==> src/rtl/tft_timing_gen_if.sv <==
// Pixel-source and panel-pin bundle for the TFT timing generator.
// master = the generator (drives requests and pins, receives source data);
// slave  = the consumer side (pixel source + panel), used by benches/wrappers.
interface tft_timing_gen_if #(
    parameter int HN = 9,
    parameter int VN = 9
);
    logic          req;
    logic [HN-1:0] x;
    logic [VN-1:0] y;
    logic [23:0]   data;
    logic [23:0]   out;
    logic          de;
    logic          hsync;
    logic          vsync;
    logic          disp;
    logic          dclk;
    logic          frame_start;
    logic [7:0]    frame;

    modport master (
        output req, x, y, out, de, hsync, vsync, disp, dclk, frame_start, frame,
        input  data
    );

    modport slave (
        input  req, x, y, out, de, hsync, vsync, disp, dclk, frame_start, frame,
        output data
    );
endinterface

==> src/rtl/tft_timing_gen.sv <==
// RGB TFT timing generator: porch-parameterised H/V sync, DE, pixel requests and RGB pipeline.
// Latency: req/x/y lead the panel pins by LEAD+1 clocks; source data is due LEAD clocks after req.
// No backpressure: free-running pixel clock; en=0 parks the counters and blanks the pins.
// Ports: clk, reset (sync, active high), en; bus (master) carries req/x/y/data to the pixel
// source and out/de/hsync/vsync/disp/dclk/frame_start/frame to the panel.
module tft_timing_gen #(
    parameter int HN       = 9,
    parameter int VN       = 9,
    parameter int H_SYNC   = 40,
    parameter int H_BACK   = 1,
    parameter int H_ACT    = 480,
    parameter int H_FRONT  = 1,
    parameter int V_SYNC   = 10,
    parameter int V_BACK   = 1,
    parameter int V_ACT    = 272,
    parameter int V_FRONT  = 1,
    parameter int SYNC_POL = 0,
    parameter int DE_POL   = 1,
    parameter int LEAD     = 2
) (
    input  logic             clk,
    input  logic             reset,
    input  logic             en,
    tft_timing_gen_if.master bus
);

    typedef enum logic [1:0] {
        PH_SYNC  = 2'd0,
        PH_BACK  = 2'd1,
        PH_ACT   = 2'd2,
        PH_FRONT = 2'd3
    } phase_t;

    // Active-high timing flags; polarity is applied only at the pins.
    typedef struct packed {
        logic fs;
        logic de;
        logic vs;
        logic hs;
    } tim_t;

    localparam logic SP = (SYNC_POL != 0);
    localparam logic DP = (DE_POL != 0);

    phase_t        h_state, h_state_nxt;
    phase_t        v_state, v_state_nxt;
    logic [HN-1:0] h_cnt, h_cnt_nxt, h_end;
    logic [VN-1:0] v_cnt, v_cnt_nxt, v_end;

    tim_t          cd;        // flags of the position held in the counters
    tim_t          cd_q;      // counter-domain cycle: aligned with req/x/y
    tim_t          pre;       // stage that reaches the pins on the next edge
    tim_t [LEAD:0] dly;       // dly[LEAD] drives the pins

    logic [HN-1:0] x_q;
    logic [VN-1:0] y_q;
    logic [23:0]   out_q;
    logic          disp_q;
    logic [7:0]    frame_q;

    function automatic phase_t phase_next(input phase_t p);
        case (p)
            PH_SYNC: return PH_BACK;
            PH_BACK: return PH_ACT;
            PH_ACT:  return PH_FRONT;
            default: return PH_SYNC;
        endcase
    endfunction

    // Next-state: the phase counter reloads on every phase change; the vertical
    // FSM steps once per line at the HFRONT->HSYNC wrap. en=0 parks both at sync/0.
    always_comb begin
        h_end       = HN'(H_FRONT - 1);
        v_end       = VN'(V_FRONT - 1);
        h_state_nxt = h_state;
        h_cnt_nxt   = h_cnt + 1'b1;
        v_state_nxt = v_state;
        v_cnt_nxt   = v_cnt;
        cd          = '0;

        case (h_state)
            PH_SYNC: h_end = HN'(H_SYNC - 1);
            PH_BACK: h_end = HN'(H_BACK - 1);
            PH_ACT:  h_end = HN'(H_ACT - 1);
            default: h_end = HN'(H_FRONT - 1);
        endcase

        case (v_state)
            PH_SYNC: v_end = VN'(V_SYNC - 1);
            PH_BACK: v_end = VN'(V_BACK - 1);
            PH_ACT:  v_end = VN'(V_ACT - 1);
            default: v_end = VN'(V_FRONT - 1);
        endcase

        if (h_cnt == h_end) begin
            h_cnt_nxt   = '0;
            h_state_nxt = phase_next(h_state);
            if (h_state == PH_FRONT) begin
                v_cnt_nxt = v_cnt + 1'b1;
                if (v_cnt == v_end) begin
                    v_cnt_nxt   = '0;
                    v_state_nxt = phase_next(v_state);
                end
            end
        end

        if (!en) begin
            h_state_nxt = PH_SYNC;
            h_cnt_nxt   = '0;
            v_state_nxt = PH_SYNC;
            v_cnt_nxt   = '0;
        end else begin
            cd.hs = (h_state == PH_SYNC);
            cd.vs = (v_state == PH_SYNC);
            cd.de = (h_state == PH_ACT) && (v_state == PH_ACT);
            cd.fs = (h_state == PH_SYNC) && (h_cnt == '0) &&
                    (v_state == PH_SYNC) && (v_cnt == '0);
        end
    end

    // The output register samples data at the end of cycle c+LEAD, i.e. while
    // the matching flags sit one stage short of the pins.
    generate
        if (LEAD == 0) begin : g_pre_direct
            assign pre = cd_q;
        end else begin : g_pre_delayed
            assign pre = dly[LEAD-1];
        end
    endgenerate

    always_ff @(posedge clk) begin
        if (reset) begin
            h_state <= PH_SYNC;
            h_cnt   <= '0;
            v_state <= PH_SYNC;
            v_cnt   <= '0;
            cd_q    <= '0;
            dly     <= '0;
            x_q     <= '0;
            y_q     <= '0;
            out_q   <= '0;
            disp_q  <= 1'b0;
            frame_q <= '0;
        end else begin
            h_state <= h_state_nxt;
            h_cnt   <= h_cnt_nxt;
            v_state <= v_state_nxt;
            v_cnt   <= v_cnt_nxt;
            cd_q    <= cd;
            x_q     <= cd.de ? h_cnt : '0;
            y_q     <= cd.de ? v_cnt : '0;
            dly[0]  <= cd_q;
            for (int i = 1; i <= LEAD; i++) begin
                dly[i] <= dly[i-1];
            end
            out_q   <= pre.de ? bus.data : '0;
            disp_q  <= en;
            frame_q <= frame_q + {7'd0, pre.fs};
        end
    end

    assign bus.req         = cd_q.de;
    assign bus.x           = x_q;
    assign bus.y           = y_q;
    assign bus.out         = out_q;
    assign bus.de          = dly[LEAD].de ? DP : ~DP;
    assign bus.hsync       = dly[LEAD].hs ? SP : ~SP;
    assign bus.vsync       = dly[LEAD].vs ? SP : ~SP;
    assign bus.frame_start = dly[LEAD].fs;
    assign bus.frame       = frame_q;
    assign bus.disp        = disp_q;
    assign bus.dclk        = ~clk;

endmodule

==> src/flat_wrapper.sv <==
// flat-port wrapper written by rule: the top's interface ports become plain ports
module tft_timing_gen_flat 
#(
    parameter int HN       = 9,
    parameter int VN       = 9,
    parameter int H_SYNC   = 40,
    parameter int H_BACK   = 1,
    parameter int H_ACT    = 480,
    parameter int H_FRONT  = 1,
    parameter int V_SYNC   = 10,
    parameter int V_BACK   = 1,
    parameter int V_ACT    = 272,
    parameter int V_FRONT  = 1,
    parameter int SYNC_POL = 0,
    parameter int DE_POL   = 1,
    parameter int LEAD     = 2
)
  (clk, reset, en, bus_req, bus_x, bus_y, bus_out, bus_de, bus_hsync, bus_vsync, bus_disp, bus_dclk, bus_frame_start, bus_frame, bus_data);
  tft_timing_gen_if #(.HN(HN), .VN(VN)) bus_i ();
  input  logic clk;
  input  logic reset;
  input  logic en;
  output wire logic [$bits(bus_i.req)-1:0] bus_req;
  output wire logic [$bits(bus_i.x)-1:0] bus_x;
  output wire logic [$bits(bus_i.y)-1:0] bus_y;
  output wire logic [$bits(bus_i.out)-1:0] bus_out;
  output wire logic [$bits(bus_i.de)-1:0] bus_de;
  output wire logic [$bits(bus_i.hsync)-1:0] bus_hsync;
  output wire logic [$bits(bus_i.vsync)-1:0] bus_vsync;
  output wire logic [$bits(bus_i.disp)-1:0] bus_disp;
  output wire logic [$bits(bus_i.dclk)-1:0] bus_dclk;
  output wire logic [$bits(bus_i.frame_start)-1:0] bus_frame_start;
  output wire logic [$bits(bus_i.frame)-1:0] bus_frame;
  input wire logic [$bits(bus_i.data)-1:0] bus_data;
  assign bus_req = bus_i.req;
  assign bus_x = bus_i.x;
  assign bus_y = bus_i.y;
  assign bus_out = bus_i.out;
  assign bus_de = bus_i.de;
  assign bus_hsync = bus_i.hsync;
  assign bus_vsync = bus_i.vsync;
  assign bus_disp = bus_i.disp;
  assign bus_dclk = bus_i.dclk;
  assign bus_frame_start = bus_i.frame_start;
  assign bus_frame = bus_i.frame;
  assign bus_i.data = bus_data;
  tft_timing_gen #(.HN(HN), .VN(VN), .H_SYNC(H_SYNC), .H_BACK(H_BACK), .H_ACT(H_ACT), .H_FRONT(H_FRONT), .V_SYNC(V_SYNC), .V_BACK(V_BACK), .V_ACT(V_ACT), .V_FRONT(V_FRONT), .SYNC_POL(SYNC_POL), .DE_POL(DE_POL), .LEAD(LEAD)) u_core (.clk(clk), .reset(reset), .en(en), .bus(bus_i));
endmodule
==> config.mk <==
export PLATFORM = sky130hd
export DESIGN_NAME = tft_timing_gen_flat
export DESIGN_NICKNAME = d
export VERILOG_FILES = /design/src/rtl/tft_timing_gen_if.sv /design/src/rtl/tft_timing_gen.sv /design/src/flat_wrapper.sv
export SDC_FILE = /design/constraint.sdc
export NUM_CORES = 1
export LEC_CHECK = 0
export CAP_MARGIN = 20
export CORE_MARGIN = 2
export CORE_UTILIZATION = 30
export CTS_CLUSTER_SIZE = 20
export DETAILED_ROUTE_END_ITERATION = 8
export PLACE_DENSITY = 0.62
export SETUP_SLACK_MARGIN = 0.3
export SLEW_MARGIN = 20
export SYNTH_ARGS = -nofsm -noshare
export SYNTH_HDL_FRONTEND = slang
export SYNTH_SLANG_ARGS = --single-unit
==> constraint.sdc <==
create_clock -name clk -period 2.41 [get_ports clk]
set_input_delay 0.723 -clock clk [delete_from_list [all_inputs] [get_ports clk]]
set_output_delay 0.723 -clock clk [all_outputs]
set_load 0.05 [all_outputs]
==> flow_metrics.tcl, run 1 <==
set metrics [dict create \
    run_status "complete, no violations" \
    final_estimated_routing_congestion_in_global_placement 0.797 \
    cp_data_required_time_ns 1.69 \
    cts_hold_buffers 0 \
    fillerInstances 981 \
    numPlacedInstances 520 \
    routedWlPerCell_um 11.7 \
    critPathMaxFanout 3 \
    design.portCount 84 \
    maxCapViolCount 0 \
    floorplan.die.height_um 107 \
    grtUsageTotal_pct 12.3 \
    initial_core_util_pct 30.8 \
    path_delay_family "buffers and inverters" \
    timing.critical_path.from_type "clock port" \
    die_w_um 107 \
    drt_drc_violations_left 0 \
    postSynth.asyncResetShare_pct 0 \
    fp.coreArea_sq_um 10300 \
    finalSetupViolCount 0 \
    ys_types 43 \
    grt_first_pass_wirelength_um 10900 \
    crit_path_max_incr_delay_ns 0.14 \
    cell_area_after_technology_mapping_sq_um 3180 \
    crit_path_frequent_cell "sky130_fd_sc_hd__clkbuf_16" \
    rows 37 \
    grt_max_degree 26 \
    power_density_nw_per_um2 684 \
    area_growth_syn_to_layout_pct 40.3 \
    finished_layout_cell_area_sq_um 4460 \
    setup-tns-final_ns 0 \
    finalClockSkew_ns 0.235 \
    pre_cts_slack_ns -0.328 \
    layout_setup_ws_ns 0.0247 \
    reg2reg_from "u_core.h_cnt[6]" \
    synth_edf_count 0 \
    critical_path_arrival_ns 1.66 \
    finalHoldViolCount 0 \
    cts_max_level 3 \
    clockRootBuffer "sky130_fd_sc_hd__clkbuf_8" \
    cp-end-kind "output pin" \
    maxSlewHeadroom_pct 56.7 \
    route.vias.total 2453 \
    worst_vdd_rail_ir_drop_v 0.000589 \
    synthesis.instances 306 \
    route.antenna.remaining_nets 0 \
    timing.critical_path.buf_inv 4 \
    synth_sequential_area_ratio_pct 56.0 \
    drt-pass1-iter-count 4 \
    cts.clk_slew.worst_paths_ns 0.10 \
    grt.overflow.total 0 \
    mostFrequentLayoutCells "85 x sky130_fd_sc_hd__dfxtp_1, 43 x sky130_fd_sc_hd__and2_1, 39 x sky130_fd_sc_hd__dlygate4sd2_1" \
    synthesis.area_per_instance_sq_um 10.4 \
    tightestPinTransition_ns 0.647 \
    critical_path.slowest_cell "sky130_fd_sc_hd__clkbuf_16" \
    initial_antenna_violation_count 0 \
    buffer_ports.inserted 83 \
    yosys_warnings 0 \
    yosys-top-cells-area "sky130_fd_sc_hd__dfxtp_1 56%, sky130_fd_sc_hd__and2_1 8.5%, sky130_fd_sc_hd__ha_1 5.5%" \
    hp-class "reg2reg" \
    place_hpwl_um 4440 \
    die_footprint_sq_um 11400 \
    route.detailed.vias_per_inst 4.47 \
    leakage_nw 1.95 \
    path_cells "clkbuf_16 > clkbuf_16 > clkinvlp_4 > buf_8" \
    area_leader_netlist "sky130_fd_sc_hd__dfxtp_1" \
    drive_above_1_share_pct 19.4 \
    post-synth-top-area-fraction_pct 56.0 \
    design.final.nets 449 \
    final_max_slew_viol_count 0 \
    worst_hold_startpoint "u_core.bus.req" \
    fin_cells 549 \
    layout_commonest_cell "sky130_fd_sc_hd__dfxtp_1" \
    placed_cell_area_sq_um 4180 \
    n_antenna_cell 0 \
    mappedNetlistNets 347 \
    grt_pass1_vias 2409 \
    dr.first_iter.drc_count 173 \
    cts_tree "done" \
    postSynthRegisterBits 89 \
    critPathKind "clk2out" \
    rsz0062_at_grt "yes" \
    cts_made_buffers 9 \
    cts_buffer_depth 2 \
    timing.critical_path.from "clk" \
    clock_latency_ns 0.60 \
    drt-total-wl_um 6440 \
    synthFlopType "sky130_fd_sc_hd__dfxtp_1" \
]
-- through the flow --
stage	hold slack, ns	power (W)	utilization, %
final	0.250	0.00305	43.2
after detailed placement	0.420	0.00171	40.5
after global routing	0.260	0.00319	43.2
after floorplan	0.414	0.00162	-
after CTS	0.355	0.00304	43.3
after global placement	0.418	0.00171	40.5
-- cells in the mapped netlist, types with 2 or more instances --
| cell | n |
|---|---|
| sky130_fd_sc_hd__and2_1 | 43 |
| sky130_fd_sc_hd__nand4_1 | 6 |
| sky130_fd_sc_hd__dfxtp_1 | 89 |
| sky130_fd_sc_hd__and3_1 | 7 |
| sky130_fd_sc_hd__o21ai_0 | 6 |
| sky130_fd_sc_hd__inv_1 | 14 |
| sky130_fd_sc_hd__buf_4 | 2 |
| sky130_fd_sc_hd__or4_1 | 6 |
| sky130_fd_sc_hd__xor2_1 | 7 |
| sky130_fd_sc_hd__and4b_1 | 2 |
| sky130_fd_sc_hd__nor2b_1 | 14 |
| sky130_fd_sc_hd__ha_1 | 14 |
| sky130_fd_sc_hd__xnor2_1 | 7 |
| sky130_fd_sc_hd__a21oi_1 | 14 |
| sky130_fd_sc_hd__clkbuf_1 | 7 |
| sky130_fd_sc_hd__nand3_1 | 10 |
| sky130_fd_sc_hd__and4_1 | 2 |
| sky130_fd_sc_hd__nand2_1 | 9 |
| sky130_fd_sc_hd__or3_1 | 3 |
| sky130_fd_sc_hd__nor2_1 | 21 |
-- report_power, final --
group / switching, W / leakage, nW / internal (W) / total (W)
registers: 0.00000466 / 0.721 / 0.00148 / 0.00148
logic: 0.0000307 / 1.08 / 0.0000483 / 0.0000789
clock network: 0.000675 / 0.157 / 0.000814 / 0.00149
-- flip-flops by register name, summed over array words and instances (netlist names) --
register,count
u_core.v_state,2
u_core.bus.y,9
u_core.h_cnt,9
u_core.bus.x,9
u_core.bus.frame_start,1
u_core.bus.out,24
u_core.bus.frame,8
u_core.bus.disp,1
u_core.cd_q,3
u_core.v_cnt,9
u_core.dly,11
u_core.h_state,2
u_core.bus.req,1
-- what timing repair did --
| action | 4_1_cts | 5_1_grt |
|---|---|---|
| buffers inserted | 10 | 3 |
| resized for setup | 75 | 44 |
| pin swaps | 8 | 3 |
| endpoints found under the setup margin | 64 | 38 |
| gates cloned | 0 | 0 |
-- final timing paths --
| path | depth (start not counted) | slack [ns] | to |
|---|---|---|---|
| worst min-delay path | 1 | 0.25 | u_core.dly[2] |
| worst max-delay path | 4 | 0.02 | bus_dclk |
| worst min register to register | 1 | 0.25 | u_core.dly[2] |
| worst max register to register | 6 | 0.35 | u_core.v_state[0] |
-- layout make-up --
class	instances	area [sq um]	share of cell area (%)
inverters	13	48.8	1.09
multi-input cells	192	1350	30.2
flip-flops and latches	89	1790	40.0
clock buffers	18	236	5.30
well taps	136	170	3.81
clock inverters	6	75.1	1.68
repair buffers	95	797	17.9
-- routing by layer --
metal	wire length [um]	part of all wire [%]	vias to the layer above	GRT usage (%)
li1	-	-	1222	-
met1	2820	44	1141	13.8
met2	3040	47	76	19.8
met3	432	6.7	14	4.13
met4	146	2.3	0	8.16
met5	0	0	-	0
-- worst reg2reg max path: cells and delay by family (launching register included) --
kind                   cells  cell delay, ns
AND/OR/NAND/NOR            3            1.27
AO/OA/AOI/OAI              2            0.37
flip-flops                 1            0.33
buffers and inverters      1            0.14
-- cell families (layout without fill, tap and decap cells) --
| logic type | Yosys count | count (layout) | share of synthesized area [%] |
|---|---|---|---|
| and+or+nand+nor | 134 | 134 | 25.0 |
| DFF | 89 | 89 | 56.0 |
| AOI/OAI and AO/OA | 29 | 29 | 5.70 |
| buffers and inverters | 25 | 132 | 3.62 |
| adders and majority gates | 14 | 14 | 5.51 |
| xor gates and xnor gates | 14 | 14 | 3.85 |
| muxes | 1 | 1 | 0.315 |
(Power assumes the default switching activity.)
==> run 2: changes to the inputs <==
==> constraint.sdc (replaced) <==
create_clock -name clk -period 2.41 [get_ports clk]
set_input_delay 0.723 -clock clk [delete_from_list [all_inputs] [get_ports clk]]
set_output_delay 0.723 -clock clk [all_outputs]
set_load 0.02 [all_outputs]
==> flow_metrics.tcl, run 2 (synthesized netlist as in run 1, its figures left out) <==
set metrics [dict create \
    run_status "complete, no violations" \
    area_growth_syn_to_layout_pct 45.9 \
    clockRootBuffer "sky130_fd_sc_hd__clkbuf_8" \
    cts_made_buffers 9 \
    final_estimated_routing_congestion_in_global_placement 0.762 \
    crit_path_frequent_cell "sky130_fd_sc_hd__clkbuf_16" \
    timing.critical_path.from_type "clock port" \
    layout_commonest_cell "sky130_fd_sc_hd__dfxtp_1" \
    finalSetupViolCount 0 \
    crit_path_max_incr_delay_ns 0.14 \
    n_antenna_cell 0 \
    fp.coreArea_sq_um 10300 \
    grt.overflow.total 0 \
    drt-pass1-iter-count 4 \
    timing.critical_path.buf_inv 4 \
    die_w_um 107 \
    drive_above_1_share_pct 16.1 \
    fillerInstances 962 \
    cp-end-kind "output pin" \
    die_footprint_sq_um 11400 \
    finalClockSkew_ns 0.129 \
    hp-class "reg2reg" \
    power_density_nw_per_um2 598 \
    place_hpwl_um 4420 \
    final_max_slew_viol_count 0 \
    cts_max_level 3 \
    design.final.nets 453 \
    route.detailed.vias_per_inst 4.41 \
    maxCapViolCount 0 \
    buffer_ports.inserted 83 \
    grtUsageTotal_pct 12.1 \
    tightestPinTransition_ns 0.682 \
    clock_latency_ns 0.42 \
    rows 37 \
    worst_vdd_rail_ir_drop_v 0.000239 \
    maxSlewHeadroom_pct 54.3 \
    critPathKind "clk2out" \
    critPathMaxFanout 6 \
    initial_antenna_violation_count 0 \
    design.portCount 84 \
    path_delay_family "buffers and inverters" \
    initial_core_util_pct 30.8 \
    leakage_nw 1.99 \
    largest_register_ff_count 24 \
    cp_data_required_time_ns 1.69 \
    floorplan.die.height_um 107 \
    critical_path.slowest_cell "sky130_fd_sc_hd__clkbuf_16" \
    rsz0062_at_grt "yes" \
    grt_pass1_vias 2358 \
    cts.clk_slew.worst_paths_ns 0.10 \
    cts_tree "done" \
    grt_max_degree 26 \
    grt_first_pass_wirelength_um 10800 \
    route.vias.total 2432 \
    routedWlPerCell_um 12.1 \
    critical_path_arrival_ns 1.62 \
    drt-total-wl_um 6680 \
    finalHoldViolCount 0 \
    mostFrequentLayoutCells "84 x sky130_fd_sc_hd__dfxtp_1, 65 x sky130_fd_sc_hd__clkdlybuf4s50_1, 43 x sky130_fd_sc_hd__and2_1" \
    drt_drc_violations_left 0 \
    dr.first_iter.drc_count 167 \
    cts_buffer_depth 2 \
    layout.core_utilization_pct 45.0 \
    path_cells "clkbuf_16 > clkbuf_16 > clkinv_4 > buf_6" \
    route.antenna.remaining_nets 0 \
    setup-tns-final_ns 0 \
]
run 2: changes by cell type in the layout (fill, tap and decap cells not counted), moves of 2 or more:
| cell | delta |
|---|---|
| sky130_fd_sc_hd__buf_4 | +2 |
| sky130_fd_sc_hd__clkdlybuf4s50_1 | +39 |
| sky130_fd_sc_hd__a21o_4 | +2 |
| sky130_fd_sc_hd__dlygate4sd2_1 | -36 |
| sky130_fd_sc_hd__buf_12 | -2 |
| sky130_fd_sc_hd__o21ai_0 | -3 |
| sky130_fd_sc_hd__o21ai_1 | +3 |
| sky130_fd_sc_hd__buf_6 | +4 |
| sky130_fd_sc_hd__dlymetal6s2s_1 | +14 |
| sky130_fd_sc_hd__clkbuf_2 | -17 |
run 2: repair_timing:
item / CTS / global route
setup endpoints to repair: 10 / 34
buffers inserted: 10 / 5
hold buffers: 0 / 0
gates resized for setup: 26 / 31
pin swaps: 11 / 11
cloned: 1 / 0
run 2: worst register-to-register path: cells and delay by family (launching register included):
family,cells,cell delay (ns)
buf+inv,1,0.12
compound gates,2,0.40
flops,1,0.33
simple gates,3,1.34
run 2: area by class of cell:
class	instances	area (sq um)	area share [%]
flip-flops and latches	89	1790	38.5
multi-input cells	193	1380	29.7
clock buffers	14	184	3.96
inverters	13	48.8	1.05
clock inverters	6	65.1	1.40
repair buffers	101	1010	21.7
well taps	136	170	3.67
run 2: metal layers:
metal	GRT usage (%)	vias to the layer above	wire (um)
li1	-	1231	-
met1	13.6	1110	2880
met2	20.2	75	3230
met3	3.47	16	390
met4	7.61	0	189
met5	0	-	0
run 2: where the power goes:
| part | total [W] | switching, W | internal, W |
|---|---|---|---|
| sequential | 0.00148 | 0.00000458 | 0.00148 |
| clock | 0.00122 | 0.000570 | 0.000647 |
| combinational | 0.0000757 | 0.0000251 | 0.0000506 |
run 2: metrics by stage:
stage	hold WS [ns]	std cells	cell area (sq um)	power, W	worst slack [ns]
floorplan	0.414	306	3190	0.00157	0.311
global placement	0.416	521	4180	0.00166	-0.127
detailed placement	0.424	521	4180	0.00165	-0.127
CTS	0.402	547	4510	0.00281	0.0508
global route	0.429	552	4640	0.00289	0.0505
finish	0.407	552	4640	0.00278	0.0630
run 2: final timing paths:
kind / slack, ns / end / start / depth (start not counted)
hold / removal: 0.41 / u_core.bus.y[6] / u_core.v_cnt[6] / 1
hold reg to reg: 0.41 / u_core.bus.y[6] / u_core.v_cnt[6] / 1
setup reg to reg: 0.26 / u_core.v_cnt[2] / u_core.h_cnt[6] / 6
setup / recovery: 0.06 / bus_dclk / clk / 4
==> run 3: changes to the inputs <==
--- a/config.mk
+++ b/config.mk
@@ -7,10 +7,10 @@
 export LEC_CHECK = 0
 export CAP_MARGIN = 20
 export CORE_MARGIN = 2
-export CORE_UTILIZATION = 30
+export CORE_UTILIZATION = 40
 export CTS_CLUSTER_SIZE = 20
 export DETAILED_ROUTE_END_ITERATION = 8
-export PLACE_DENSITY = 0.62
+export PLACE_DENSITY = 0.76
 export SETUP_SLACK_MARGIN = 0.3
 export SLEW_MARGIN = 20
 export SYNTH_ARGS = -nofsm -noshare
==> flow_metrics.tcl, run 3 (synthesized netlist as in run 1, its figures left out) <==
set metrics [dict create \
    run_status "complete, no violations" \
    route.vias.total 2417 \
    cts_max_level 3 \
    n_antenna_cell 0 \
    clockRootBuffer "sky130_fd_sc_hd__clkbuf_8" \
    switching_share_pct 22.9 \
    critical_path_arrival_ns 1.60 \
    floorplan.die.height_um 93.2 \
    buffer_ports.inserted 83 \
    cts_buffer_depth 2 \
    die_footprint_sq_um 8680 \
    grt_pass1_vias 2186 \
    timing.critical_path.buf_inv 4 \
    drt_drc_violations_left 0 \
    die_w_um 93.2 \
    multi_input_area_sq_um 1370 \
    initial_antenna_violation_count 0 \
    pre_cts_slack_ns -0.127 \
    clock_power_share_pct 42.1 \
    finished_layout_cell_area_sq_um 4550 \
    crit_path_frequent_cell "sky130_fd_sc_hd__clkbuf_16" \
    area_growth_syn_to_layout_pct 43.0 \
    tightestPinTransition_ns 0.660 \
    critPathKind "clk2out" \
    final-seq-area_sq_um 1790 \
    cts_made_buffers 9 \
    mostFrequentLayoutCells "84 x sky130_fd_sc_hd__dfxtp_1, 47 x sky130_fd_sc_hd__clkdlybuf4s50_1, 43 x sky130_fd_sc_hd__and2_1" \
    path_cells "clkbuf_16 > clkbuf_16 > clkinv_4 > buf_6" \
    grtUsageTotal_pct 14.7 \
    hp-class "reg2reg" \
    dr.first_iter.drc_count 89 \
    drt-total-wl_um 6480 \
    power_density_nw_per_um2 592 \
    place_hpwl_um 4260 \
    critPathMaxFanout 3 \
    maxSlewHeadroom_pct 55.8 \
    worst_vdd_rail_ir_drop_v 0.000322 \
    share_comb_of_total_power_pct 2.8 \
    design.final.nets 444 \
    critical_path.slowest_cell "sky130_fd_sc_hd__clkbuf_16" \
    cts.clk_slew.worst_paths_ns 0.09 \
    rsz0062_at_grt "yes" \
    cp-end-kind "output pin" \
    grt_first_pass_wirelength_um 10100 \
    route.detailed.vias_per_inst 4.74 \
    drive_above_1_share_pct 14.5 \
    crit_path_max_incr_delay_ns 0.14 \
    sequentialPowerShare_pct 55.0 \
    fp.coreArea_sq_um 7730 \
    layout_setup_ws_ns 0.0862 \
    total_power_w 0.00270 \
    clock_latency_ns 0.44 \
    leakage_nw 2.31 \
    timing.critical_path.from_type "clock port" \
    grt.overflow.total 0 \
    finalClockSkew_ns 0.0616 \
    placed_cell_area_sq_um 4130 \
    final_estimated_routing_congestion_in_global_placement 0.790 \
    layout_commonest_cell "sky130_fd_sc_hd__dfxtp_1" \
    maxCapViolCount 0 \
    route.antenna.remaining_nets 0 \
    path_delay_family "buffers and inverters" \
    design.portCount 84 \
    rows 32 \
    finalHoldViolCount 0 \
    drt-pass1-iter-count 4 \
    power_switching_w 0.000619 \
    p_int_w 0.00208 \
    cp_data_required_time_ns 1.69 \
    fillerInstances 630 \
    final_max_slew_viol_count 0 \
    cts_tree "done" \
    largest_register_ff_count 24 \
    initial_core_util_pct 41.2 \
    routedWlPerCell_um 12.7 \
    finalSetupViolCount 0 \
    grt_max_degree 26 \
]
[run 3: cell types whose count changed in the layout (fill, tap and decap cells not counted), sizes merged]
cell           delta
inv               +1
dlymetal6s2s     +19
buf               -8
dlygate4sd2       -1
clkinv            +1
clkdlybuf4s50    -18
bufinv            -1
a21o              -1
[run 3: layer usage]
metal	vias up	share of wire [%]	track usage [%]
met2	82	47	24.0
met4	0	1.5	6.25
met5	-	0	0
met1	1116	45	18.1
met3	11	6.1	4.35
li1	1208	-	-
[run 3: power by group through the flow]
stage	Sequential (W)	Clock, W	Combinational (W)
6_report	0.00148	0.00114	0.0000762
5_1_grt	0.00149	0.00123	0.0000822
4_1_cts	0.00148	0.00115	0.0000759
3_5_place_dp	0.00152	0.0000615	0.0000751
3_3_place_gp	0.00152	0.0000615	0.0000744
2_1_floorplan	0.00152	0.0000297	0.0000206
[run 3: layout make-up]
class,instances,area share (%)
Timing Repair Buffer,93,21.6
Multi-Input combinational cell,192,30.1
Sequential cell,89,39.3
Inverter,13,1.07
Tap cell,102,2.80
Clock inverter,7,1.10
Clock buffer,14,4.04
[run 3: final timing paths]
check                                      from         endpoint  slack, ns  depth (start not counted)
worst min-delay path             u_core.cd_q[3]    u_core.dly[3]       0.39                          1
worst min register to register   u_core.cd_q[3]    u_core.dly[3]       0.39                          1
worst max-delay path                        clk         bus_dclk       0.09                          4
worst max register to register  u_core.h_cnt[4]  u_core.v_cnt[2]       0.33                          5
[run 3: worst register-to-register path, cell delays in order, from the launching register on]
cell	delay [ns]
sky130_fd_sc_hd__dfxtp_2	0.33
sky130_fd_sc_hd__or4_4	0.53
sky130_fd_sc_hd__or3_4	0.36
sky130_fd_sc_hd__a21o_4	0.25
sky130_fd_sc_hd__or4b_4	0.49
sky130_fd_sc_hd__a21oi_2	0.12
[run 3: what timing repair did]
item                                   in CTS  in global routing
setup endpoints to repair                   9                 52
hold buffers                                0                  0
pin swaps                                  10                  6
gates resized for setup                    20                 52
buffers inserted                            8                  1
endpoints found under the hold margin       0                  0
[run 3: stage by stage]
step           std cells  hold WS [ns]  setup TNS (ns)  util [%]
2_1_floorplan        306         0.414               0         -
3_3_place_gp         485         0.416          -0.127      53.4
3_5_place_dp         485         0.426          -0.646      53.4
4_1_cts              509         0.392               0      56.8
5_1_grt              510         0.416               0      58.9
6_report             510         0.394               0      58.9
